--- config.mk ---
export PLATFORM = sky130hd
export DESIGN_NAME = segment_capture
export DESIGN_NICKNAME = d
export VERILOG_FILES = /design/src/rtl/segment_capture.sv
export SDC_FILE = /design/constraint.sdc
export NUM_CORES = 1
export LEC_CHECK = 0
export BUFFER_PORTS_ARGS = -buffer_cell sky130_fd_sc_hd__buf_4
export CAP_MARGIN = 20
export CORE_UTILIZATION = 50
export DETAILED_ROUTE_END_ITERATION = 8
export PLACE_DENSITY = 0.72
export SLEW_MARGIN = 20
export SYNTH_ARGS = -nofsm -noshare
export SYNTH_HDL_FRONTEND = slang
export SYNTH_SLANG_ARGS = --single-unit
--- constraint.sdc ---
create_clock -name clock -period 5.7 [get_ports clock]
set_input_delay 1.14 -clock clock [delete_from_list [all_inputs] [get_ports clock]]
set_output_delay 1.14 -clock clock [all_outputs]
set_load 0.005 [all_outputs]
--- src/rtl/segment_capture.sv ---
// Recovers hex digits from a multiplexed active-low 7-segment display bus.
// Each digit must be held stable for STABLE_CYCLES samples before it is captured.
module segment_capture #(
  parameter int NUM_DIGITS    = 4,
  parameter int STABLE_CYCLES = 3
) (
  input  logic                    clock,
  input  logic                    reset,
  input  logic [0:6]              segIn,
  input  logic [NUM_DIGITS-1:0]   digitSel,
  output logic [4*NUM_DIGITS-1:0] hexOut,
  output logic [NUM_DIGITS-1:0]   digitValid,
  output logic                    newValue,
  output logic [2:0]              newIndex,
  output logic [3:0]              newHex,
  output logic                    patternError
);

  localparam int CW = $clog2(STABLE_CYCLES + 1);
  localparam logic [CW-1:0]         CNT_MAX  = CW'(STABLE_CYCLES);
  localparam logic [CW-1:0]         CNT_ONE  = CW'(1);
  localparam logic [CW-1:0]         CNT_ZERO = CW'(0);
  localparam logic [0:6]            BLANK    = 7'b1111111;
  localparam logic [NUM_DIGITS-1:0] SEL_ZERO = NUM_DIGITS'(0);
  localparam logic [NUM_DIGITS-1:0] SEL_ONE  = NUM_DIGITS'(1);

  typedef enum logic [1:0] {
    ST_IDLE  = 2'd0,
    ST_COUNT = 2'd1,
    ST_DONE  = 2'd2
  } state_t;

  // Returns {known, nibble}; known=0 for patterns outside the hex table.
  function automatic logic [4:0] decode(input logic [0:6] pat);
    case (pat)
      7'b1000000: decode = {1'b1, 4'h0};
      7'b1111001: decode = {1'b1, 4'h1};
      7'b0100100: decode = {1'b1, 4'h2};
      7'b0110000: decode = {1'b1, 4'h3};
      7'b0011001: decode = {1'b1, 4'h4};
      7'b0010010: decode = {1'b1, 4'h5};
      7'b0000010: decode = {1'b1, 4'h6};
      7'b1111000: decode = {1'b1, 4'h7};
      7'b0000000: decode = {1'b1, 4'h8};
      7'b0010000: decode = {1'b1, 4'h9};
      7'b0001000: decode = {1'b1, 4'hA};
      7'b0000011: decode = {1'b1, 4'hB};
      7'b1000110: decode = {1'b1, 4'hC};
      7'b0100001: decode = {1'b1, 4'hD};
      7'b0000110: decode = {1'b1, 4'hE};
      7'b0001110: decode = {1'b1, 4'hF};
      default:    decode = 5'b00000;
    endcase
  endfunction

  function automatic logic [2:0] encode(input logic [NUM_DIGITS-1:0] sel);
    encode = 3'd0;
    for (int i = 0; i < NUM_DIGITS; i++) begin
      if (sel[i]) encode = 3'(i);
    end
  endfunction

  logic [0:6]              r_spat;
  logic [NUM_DIGITS-1:0]   r_ssel;
  logic [0:6]              r_held_pat;
  logic [NUM_DIGITS-1:0]   r_held_sel;
  logic [CW-1:0]           r_count;
  state_t                  r_state;
  logic [4*NUM_DIGITS-1:0] r_hex;
  logic [NUM_DIGITS-1:0]   r_valid;
  logic                    r_new_value;
  logic [2:0]              r_new_index;
  logic [3:0]              r_new_hex;
  logic                    r_pattern_error;

  logic       w_onehot;
  logic       w_eligible;
  logic       w_same;
  logic [4:0] w_decoded;

  assign w_onehot   = (r_ssel != SEL_ZERO) && ((r_ssel & (r_ssel - SEL_ONE)) == SEL_ZERO);
  assign w_eligible = w_onehot && (r_spat != BLANK);
  assign w_same     = (r_spat == r_held_pat) && (r_ssel == r_held_sel);
  assign w_decoded  = decode(r_held_pat);

  // Input sampling, stability FSM and capture registers.
  always_ff @(posedge clock) begin
    if (reset) begin
      r_spat          <= BLANK;
      r_ssel          <= SEL_ZERO;
      r_held_pat      <= BLANK;
      r_held_sel      <= SEL_ZERO;
      r_count         <= CNT_ZERO;
      r_state         <= ST_IDLE;
      r_hex           <= {(4*NUM_DIGITS){1'b0}};
      r_valid         <= SEL_ZERO;
      r_new_value     <= 1'b0;
      r_new_index     <= 3'd0;
      r_new_hex       <= 4'h0;
      r_pattern_error <= 1'b0;
    end else begin
      r_spat          <= segIn;
      r_ssel          <= digitSel;
      r_new_value     <= 1'b0;
      r_pattern_error <= 1'b0;
      case (r_state)
        ST_IDLE: begin
          if (w_eligible) begin
            r_held_pat <= r_spat;
            r_held_sel <= r_ssel;
            r_count    <= CNT_ONE;
            r_state    <= ST_COUNT;
          end
        end
        ST_COUNT: begin
          if (!w_eligible) begin
            r_count <= CNT_ZERO;
            r_state <= ST_IDLE;
          end else if (!w_same) begin
            r_held_pat <= r_spat;
            r_held_sel <= r_ssel;
            r_count    <= CNT_ONE;
          end else if (r_count != CNT_MAX) begin
            r_count <= r_count + CNT_ONE;
          end else begin
            // Stable long enough: capture known patterns, flag unknown ones.
            if (w_decoded[4]) begin
              for (int i = 0; i < NUM_DIGITS; i++) begin
                if (r_held_sel[i]) r_hex[4*i +: 4] <= w_decoded[3:0];
              end
              r_valid     <= r_valid | r_held_sel;
              r_new_value <= 1'b1;
              r_new_index <= encode(r_held_sel);
              r_new_hex   <= w_decoded[3:0];
            end else begin
              r_pattern_error <= 1'b1;
            end
            r_state <= ST_DONE;
          end
        end
        ST_DONE: begin
          if (!w_eligible) begin
            r_count <= CNT_ZERO;
            r_state <= ST_IDLE;
          end else if (!w_same) begin
            r_held_pat <= r_spat;
            r_held_sel <= r_ssel;
            r_count    <= CNT_ONE;
            r_state    <= ST_COUNT;
          end
        end
        default: begin
          r_count <= CNT_ZERO;
          r_state <= ST_IDLE;
        end
      endcase
    end
  end

  assign hexOut       = r_hex;
  assign digitValid   = r_valid;
  assign newValue     = r_new_value;
  assign newIndex     = r_new_index;
  assign newHex       = r_new_hex;
  assign patternError = r_pattern_error;

endmodule

# [Yosys cells after proc, flatten, opt, wreduce, memory -nomap -nowiden]
# Cells that the tools add are included.
[classes] n_addsub=2 n_reduce_logical=18 muxes=25 n_eq_ne=28 n_bitwise=6
[ops] op="5-bit one-hot mux with 16 select lines" count=1
[ops] op="7-bit equality test, second input constant" count=4
[ops] op="6-bit AND reduction" count=4
[ops] op="7-bit by 5-bit equality test with 1-bit output, second input constant" count=3
[ops] op="7-bit by 6-bit equality test with 1-bit output, second input constant" count=3
[ops] op="7-bit two-way mux" count=3
[ops] op="2-bit two-way mux" count=9
[ops] op="7-bit by 2-bit equality test with 1-bit output, second input constant" count=2
[ops] op="7-bit by 4-bit equality test with 1-bit output, second input constant" count=2
[ops] op="7-bit one-hot mux with 2 select lines" count=1
[ops] op="4-bit two-way mux" count=3
[ops] op="2-bit one-hot mux with 3 select lines" count=2
[ops] op="3-bit inequality test, second input constant" count=3
[ops] op="4-bit one-hot mux with 2 select lines" count=1
[ops] op="4-bit AND reduction" count=2
[ops] op="7-bit by 3-bit equality test with 1-bit output, second input constant" count=1
[ops] op="7-bit equality test" count=1
[ops] op="7-bit zero test" count=1
[ops] op="7-bit inequality test, second input constant" count=1
[ops] op="3-bit two-way mux" count=2
[ops] op="2-bit inequality test, second input constant" count=3
[ops] op="5-bit AND reduction" count=1
[ops] op="5-bit OR reduction" count=1
[ops] op="4-bit AND" count=1
[ops] op="other kinds (17)" count=24
[word_totals] elab_cells=94 out_inout_bits=29 inputBits=13 regBits=55

# [Depth between registers and ports, before layout]
# Gate-level depths: netlist (run 1).
[logic_depth] depth_word=7 ltp_mapped=10

# [Worst setup path before layout (run 1)]
# Ideal clock, no wire load.
[synth_timing] kind="reg-to-reg" start="register r_held_pat[6] (netlist name)" end="register r_hex[12] (netlist: hexOut[12])" path_buffers=2 setup_ns=0.091 arrival_time_ns=2.089 setup_slack_ns=3.520 synth_period_minus_slack_ns=2.180 stages_incl_launch_ff=9 cell_sequence="dfxtp_1 -> clkbuf_1 -> xnor2_1 -> nand4_1 -> nor3_1 -> and3_1 -> buf_2 -> a31oi_1 -> a311oi_1"
[synth_between] elab_chain_cells=3 word_cells_on_any_way=20
[synth_lines] item="from (decl)" line="65" source="logic [0:6] r_held_pat;"
[synth_lines] item="from (signal assigned)" line="109" source="r_held_pat <= r_spat;"
[synth_lines] item="from (signal assigned)" line="120" source="r_held_pat <= r_spat;"
[synth_lines] item="from (signal assigned)" line="146" source="r_held_pat <= r_spat;"
[synth_lines] item="7-bit by 4-bit equality test with 1-bit output (tied with other cells)" line="35" source="case (pat)"
[synth_lines] item="5-bit one-hot mux with 16 select lines or 1-bit logical AND (tied branches)" line="35, 83"
[synth_lines] item="6-bit AND reduction (no source line)"
[synth_lines] item="to (signal assigned)" line="95" source="r_hex <= {(4*NUM_DIGITS){1'b0}};"
[synth_lines] item="to (signal, indexed assignment)" line="129" source="if (r_held_sel[i]) r_hex[4*i +: 4] <= w_decoded[3:0];"
[synth_lines] item="to (decl)" line="69" source="logic [4*NUM_DIGITS-1:0] r_hex;"
# Parallel ways exist; a longest one is shown, timed or not.
# A chain may end at the register's enable or synchronous reset.

# [Worst setup path in the final report (run 1)]
[layout_timing] start="register r_held_pat[2] (netlist name)" end="register r_hex[12] (netlist: hexOut[12])"
# The elaborated chain is that of the path after synthesis.

==> results of run 1 <==
[state kept, by name, summed over array words and instances, names as in the netlist, 2 cells and up]
register / cells
hexOut: 16
r_held_pat: 7
r_spat: 7
digitValid: 4
newHex: 4
r_held_sel: 4
r_ssel: 4
newIndex: 2
r_count: 2
r_state: 2
[metrics by stage]
step | instance area [sq um] | cells | setup slack, ns | power, mW
global route | 2998 | 389 | 2.786 | 0.7928
floorplan | 2630 | 299 | 3.520 | 0.4804
global placement | 2880 | 381 | 3.050 | 0.4955
CTS | 2998 | 389 | 2.997 | 0.7618
finish | 2998 | 389 | 2.977 | 0.7575
detailed placement | 2880 | 381 | 3.012 | 0.4970
[power by group through the flow]
stage | clock network (mW) | logic (mW) | registers, mW
after floorplan | 0 | 0.0761 | 0.404
after global placement | 0 | 0.0781 | 0.417
after detailed placement | 0 | 0.0792 | 0.418
after CTS | 0.273 | 0.0797 | 0.409
after global routing | 0.293 | 0.0878 | 0.412
final | 0.268 | 0.0798 | 0.410
[worst max-delay path: stages, from the launching register on]
cell and delay (ns):
dfxtp_1 0.65, and4bb_1 0.27, o21ai_1 0.13, o311ai_1 0.18, or4_1 0.83, and2_4 0.32
a311oi_1 0.26
[layer usage]
metal	share of wire	global-route usage	wire (um)
met1	0.50	0.2778	2628
met2	0.44	0.2953	2357
met3	0.052	0.04201	278
met4	0.0077	0.05031	41
met5	0	0	0
[final cells by class]
type / instances / area (sq um)
clock buffer: 5 / 68.82
clock inverter: 3 / 48.80
fill: 468 / 2077
inverter: 9 / 33.78
multi-input combinational: 208 / 1378
sequential: 54 / 1081
tap: 70 / 87.58
timing repair buffer: 40 / 300.3
[how the worst max path moves through the flow]
stage             startpoint          to  slack [ns]  cells after the start
2_1_floorplan  r_held_pat[6]  hexOut[12]        3.52                      8
3_3_place_gp   r_held_pat[2]  hexOut[10]        3.05                      6
3_5_place_dp   r_held_pat[2]   hexOut[2]        3.01                      6
4_1_cts        r_held_pat[2]   hexOut[2]        3.00                      6
5_1_grt        r_held_pat[2]   hexOut[4]        2.79                      6
6_report       r_held_pat[2]  hexOut[12]        2.98                      6
[cell usage in the layout, fill, tap and decap left out, drive strengths merged, types with 2 or more instances in the layout]
| cell | Yosys | final |
|---|---|---|
| mux2i | 14 | 14 |
| or2 | 7 | 7 |
| or3 | 2 | 2 |
| nand3 | 4 | 4 |
| a21oi | 19 | 19 |
| a211oi | 7 | 7 |
| a21o | 3 | 3 |
| and3 | 3 | 3 |
| nand2 | 8 | 8 |
| nor2b | 8 | 8 |
| a311oi | 8 | 8 |
| o22ai | 3 | 3 |
| clkbuf | 16 | 5 |
| buf | 12 | 40 |
| a31oi | 8 | 8 |
| xnor2 | 13 | 13 |
| nand2b | 16 | 16 |
| dfxtp | 54 | 54 |
| nand4 | 9 | 9 |
| o32ai | 2 | 2 |
| inv | 9 | 10 |
| or4 | 3 | 3 |
| ha | 5 | 5 |
| nand4b | 2 | 2 |
| o21ai | 8 | 8 |
| nor2 | 20 | 20 |
| nor3 | 12 | 12 |
| nor3b | 5 | 5 |
| and2 | 5 | 5 |
[kinds of logic after synthesis]
| logic type | count (synthesis) | synth area share |
|---|---|---|
| buffers and inverters | 37 | 0.06517 |
| other | 1 | 0.001426 |
| DFF | 54 | 0.4110 |
| adders and majority gates | 5 | 0.02379 |
| AOI/OAI and AO/OA | 64 | 0.1579 |
| xor gates and xnor gates | 13 | 0.04329 |
| muxes | 15 | 0.05756 |
| and+or+nand+nor | 110 | 0.2398 |
==> reports/qor.csv, run 1 <==
metric;value;unit
fraction of layout cells with a size suffix above 1;0.1787;
CTS tree;built;
final worst clock skew;0.01629;ns
CP Max Fanout;16;
R2R depth;6;
Horiz. Die Dim;74.53;um
Combinational Power Share;0.105;
Worst Hold Class;reg -> reg;
clk buf depth;2;
cell taking the most area after synthesis;dfxtp_1;
switching pwr;0.1962;mW
final core utilization;0.5907;
crit end category;register;
maximum vdd drop;0.0001707;V
Synth top area share;0.4110;
first-pass GRT wire length;8.362;mm
clock tree root buffer cell;clkbuf_8;
Core Box Area;5075;sq um
Sink Count;54;
switch share;0.2590;
DIE HEIGHT;74.53;um
initial antenna violation count;0;
Power Density;252.7;nW/um^2
vias in the first global route;1778;
Post-CTS Setup Bufs;0;
post-synthesis cell count;299;
Port Buffers;40;
Hold EP;digitValid[1];
Netlist cell types;48;
Initial DRC Count;271;
Slew @ Worst Pin;0.7168;ns
Ys Warns;0;
leakage power;1.188;nW
MaxCap Viol Count;0;
Vias/cell;5.607;
routed wire length per instance;13.64;um
mean post-synth cell area;8.796;sq um
RSZ-0062 raised after global routing;no;
die footprint;5554;sq um
# setup viols final;0;
Post-DRT Antenna Nets;0;
clock share of power;0.354;
setup_tns;0;ns
Top Ports;42;
Seq/Total Area, Yosys;0.4110;
Final Wtd Congestion;0.8178;
r2r setup slk;2.98;ns
grt ovf;0;
Flop pwr share;0.541;
Starting Density;0.5182;
hold buffers post-CTS;0;
Post-Synthesis Cell Area;2630;sq um
Crit Path Class;reg -> reg;
WP data required;5.93;ns
critical path arrival;2.95;ns
TritonRoute pass-1 iters;4;
Final Max Slew Viols;0;
largest cells by area after synthesis;dfxtp_1 41%, mux2i_1 5.3%, xnor2_1 4.3%;
DRT Wirelength;5.306;mm
All-Layer GR Usage;0.1939;
EDFF count, synth;0;
P_int;0.5613;mW
CTS H-tree depth;2;
synthesized flop and latch total;54;
# rows;26;
Hold Crit Start;digitValid[1];
cts repair resizes;0;
Final period util;0.4778;
Post-Syn Nets;317;
status;finished clean;
r2r endpoint;hexOut[12];
synth cell count leaders;54 x dfxtp_1, 20 x nor2_1, 19 x a21oi_1;
Final Hold Fails;0;
via count;2181;
clk slew on worst S/H paths;0.11;ns
Max Freq;0.3672;GHz
R2R Path Start;r_held_pat[2];
hold slack;0.4517;ns
Hold Path Cell Cnt;2;
Layout area overhead;13.99;%
Relative slew margins;0.5193;
DR DRC count;0;
largest net degree at the start of global routing;66;
HPWL after DPL;3.642;mm
worst skew pair latency;0.31;ns
Async S/R FF share, synth;0;
Inserted Diodes;0;
total CTS buffers;5;
Startpoint Class;register;
top-count cell post-synth;dfxtp_1;
Post-synth top flop;dfxtp_1;
Min Clock Period, post-route;2.723;ns
final net count;336;
(Power assumes the default switching activity.)
==> run 2, diff against run 1 <==
==> constraint.sdc (replaced) <==
create_clock -name clock -period 2.6 [get_ports clock]
set_input_delay 0.52 -clock clock [delete_from_list [all_inputs] [get_ports clock]]
set_output_delay 0.52 -clock clock [all_outputs]
set_load 0.005 [all_outputs]
==> reports/qor.csv, run 2 (same netlist as run 1, synthesis figures left out) <==
metric;value;unit;change
Port Buffers;40;;unchanged
critical path arrival;2.57;ns;was 2.95 ns
first-pass GRT wire length;9.032;mm;was 8.362 mm
Largest register FFs;16;;unchanged
setup_tns;0;ns;unchanged
initial antenna violation count;0;;unchanged
Relative slew margins;0.6163;;was 0.5193
Starting Density;0.5182;;unchanged
final core utilization;0.6040;;was 0.5907
Sink Count;54;;unchanged
largest net degree at the start of global routing;66;;unchanged
crit end category;register;;unchanged
Initial DRC Count;121;;was 271
final worst slack;0.2103;ns;was 2.977 ns
Power Density;538.5;nW/um^2;was 252.7 nW/um^2
HPWL after DPL;3.956;mm;was 3.642 mm
final net count;346;;was 336
via count;2224;;was 2,181
RSZ-0062 raised after global routing;no;;unchanged
commonest non-fill, non-tap cell in the layout;dfxtp_1;;unchanged
Top Ports;42;;unchanged
# setup viols final;0;;unchanged
Layout area overhead;16.56;%;was 13.99%
dpl ws;0.2351;ns;was 3.012 ns
routed wire length per instance;13.99;um;was 13.64 um
CP Cell Sequence;and4bb_1, o21ai_1, o311ai_1, or4_1, buf_4, a31oi_1, a311oi_1;;was and4bb_1, o21ai_1, o311ai_1, or4_1, and2_4, a311oi_1
commonest non-fill, non-tap cells in the layout;54 x dfxtp_1, 50 x buf_4, 20 x nor2_1, 19 x a21oi_1, 16 x nand2b_1;;was 54 x dfxtp_1, 40 x buf_4, 20 x nor2_1, 19 x a21oi_1, 16 x nand2b_1
Final period util;0.9191;;was 0.4778
CTS H-tree depth;2;;unchanged
fraction of layout cells with a size suffix above 1;0.2006;;was 0.1787
slowest stage cell, crit path;or4_1;;unchanged
Post-DRT Antenna Nets;0;;unchanged
DRT Wirelength;5.582;mm;was 5.306 mm
CTS tree;built;;unchanged
leakage power;1.233;nW;was 1.188 nW
worst skew pair latency;0.31;ns;about the same
vias in the first global route;1878;;was 1,778
WP data required;2.78;ns;was 5.93 ns
maximum vdd drop;0.0003383;V;was 0.0001707 V
Startpoint Class;register;;unchanged
total CTS buffers;5;;unchanged
final worst clock skew;0.005748;ns;was 0.01629 ns
Worst path top cell family by delay;simple AND/OR/NAND/NOR gates;;unchanged
CP Max Fanout;17;;was 16
TritonRoute pass-1 iters;4;;unchanged
die footprint;5554;sq um;unchanged
Inserted Diodes;0;;unchanged
clk slew on worst S/H paths;0.10;ns;was 0.11 ns
Slew @ Worst Pin;0.5755;ns;was 0.7168 ns
Min Clock Period, post-route;2.390;ns;was 2.723 ns
Final Hold Fails;0;;unchanged
Post-CTS Setup Bufs;0;;unchanged
Final Max Slew Viols;0;;unchanged
grt ovf;0;;unchanged
Worst Hold Class;in -> reg;;was reg -> reg
clk buf depth;2;;unchanged
Final Wtd Congestion;0.8564;;was 0.8178
clock tree root buffer cell;clkbuf_8;;unchanged
total power;1.651;mW;was 0.7575 mW
Crit Path Class;reg -> reg;;unchanged
hold buffers post-CTS;0;;unchanged
Buf/Inv on CP;1;;was 0
status;finished clean;;unchanged
All-Layer GR Usage;0.2146;;was 0.1939
Vias/cell;5.574;;was 5.607
DIE HEIGHT;74.53;um;unchanged
cts repair resizes;0;;unchanged
# rows;26;;unchanged
Horiz. Die Dim;74.53;um;unchanged
Crit path largest cell delay;0.64;ns;was 0.83 ns
MaxCap Viol Count;0;;unchanged
Max Freq;0.4185;GHz;was 0.3672 GHz
DR DRC count;0;;unchanged
Core Box Area;5075;sq um;unchanged
run 2: changes by cell type in the layout (fill, tap and decap cells not counted), sizes merged:
cell	before	now
buf	40	50
clkbuf	5	6
inv	10	9
run 2: metrics by stage:
stage / cell area [sq um] / cells / hold WS (ns)
4_1_cts: 3065 / 399 / 0.3759
6_report: 3065 / 399 / 0.3879
5_1_grt: 3065 / 399 / 0.3720
3_3_place_gp: 2955 / 391 / 0.4331
3_5_place_dp: 2955 / 391 / 0.4412
2_1_floorplan: 2630 / 299 / 0.4400
run 2: power breakdown:
part / switching (mW) / internal [mW]
combinational: 0.100 / 0.0950
clock: 0.277 / 0.288
sequential: 0.0402 / 0.851
run 2: final timing paths:
path | startpoint | to | slack [ns] | depth (start not counted)
setup / recovery | r_held_pat[3] | hexOut[4] | 0.21 | 7
hold / removal | segIn[5] | r_spat[5] | 0.39 | 2
setup reg to reg | r_held_pat[3] | hexOut[4] | 0.21 | 7
hold reg to reg | digitValid[1] | digitValid[1] | 0.45 | 2
run 2: worst reg2reg max path, stage by stage (launching register included):
cell	delay, ns
dfxtp_1	0.63
and4bb_1	0.24
o21ai_1	0.13
o311ai_1	0.14
or4_1	0.64
buf_4	0.23
a31oi_1	0.18
a311oi_1	0.07
run 2: cell type report:
type | instances | area [sq um]
sequential | 54 | 1081
inverter | 9 | 33.78
fill | 484 | 2009
timing repair buffer | 50 | 375.4
clock inverter | 2 | 37.54
tap | 70 | 87.58
multi-input combinational | 208 | 1378
clock buffer | 6 | 72.57
run 2: routing by layer:
metal	vias up	track usage	part of all wire
met4	0	0.08176	0.014
met1	1039	0.2886	0.46
met5	-	0	0
met2	62	0.3403	0.48
met3	6	0.04201	0.042
li1	1117	-	-
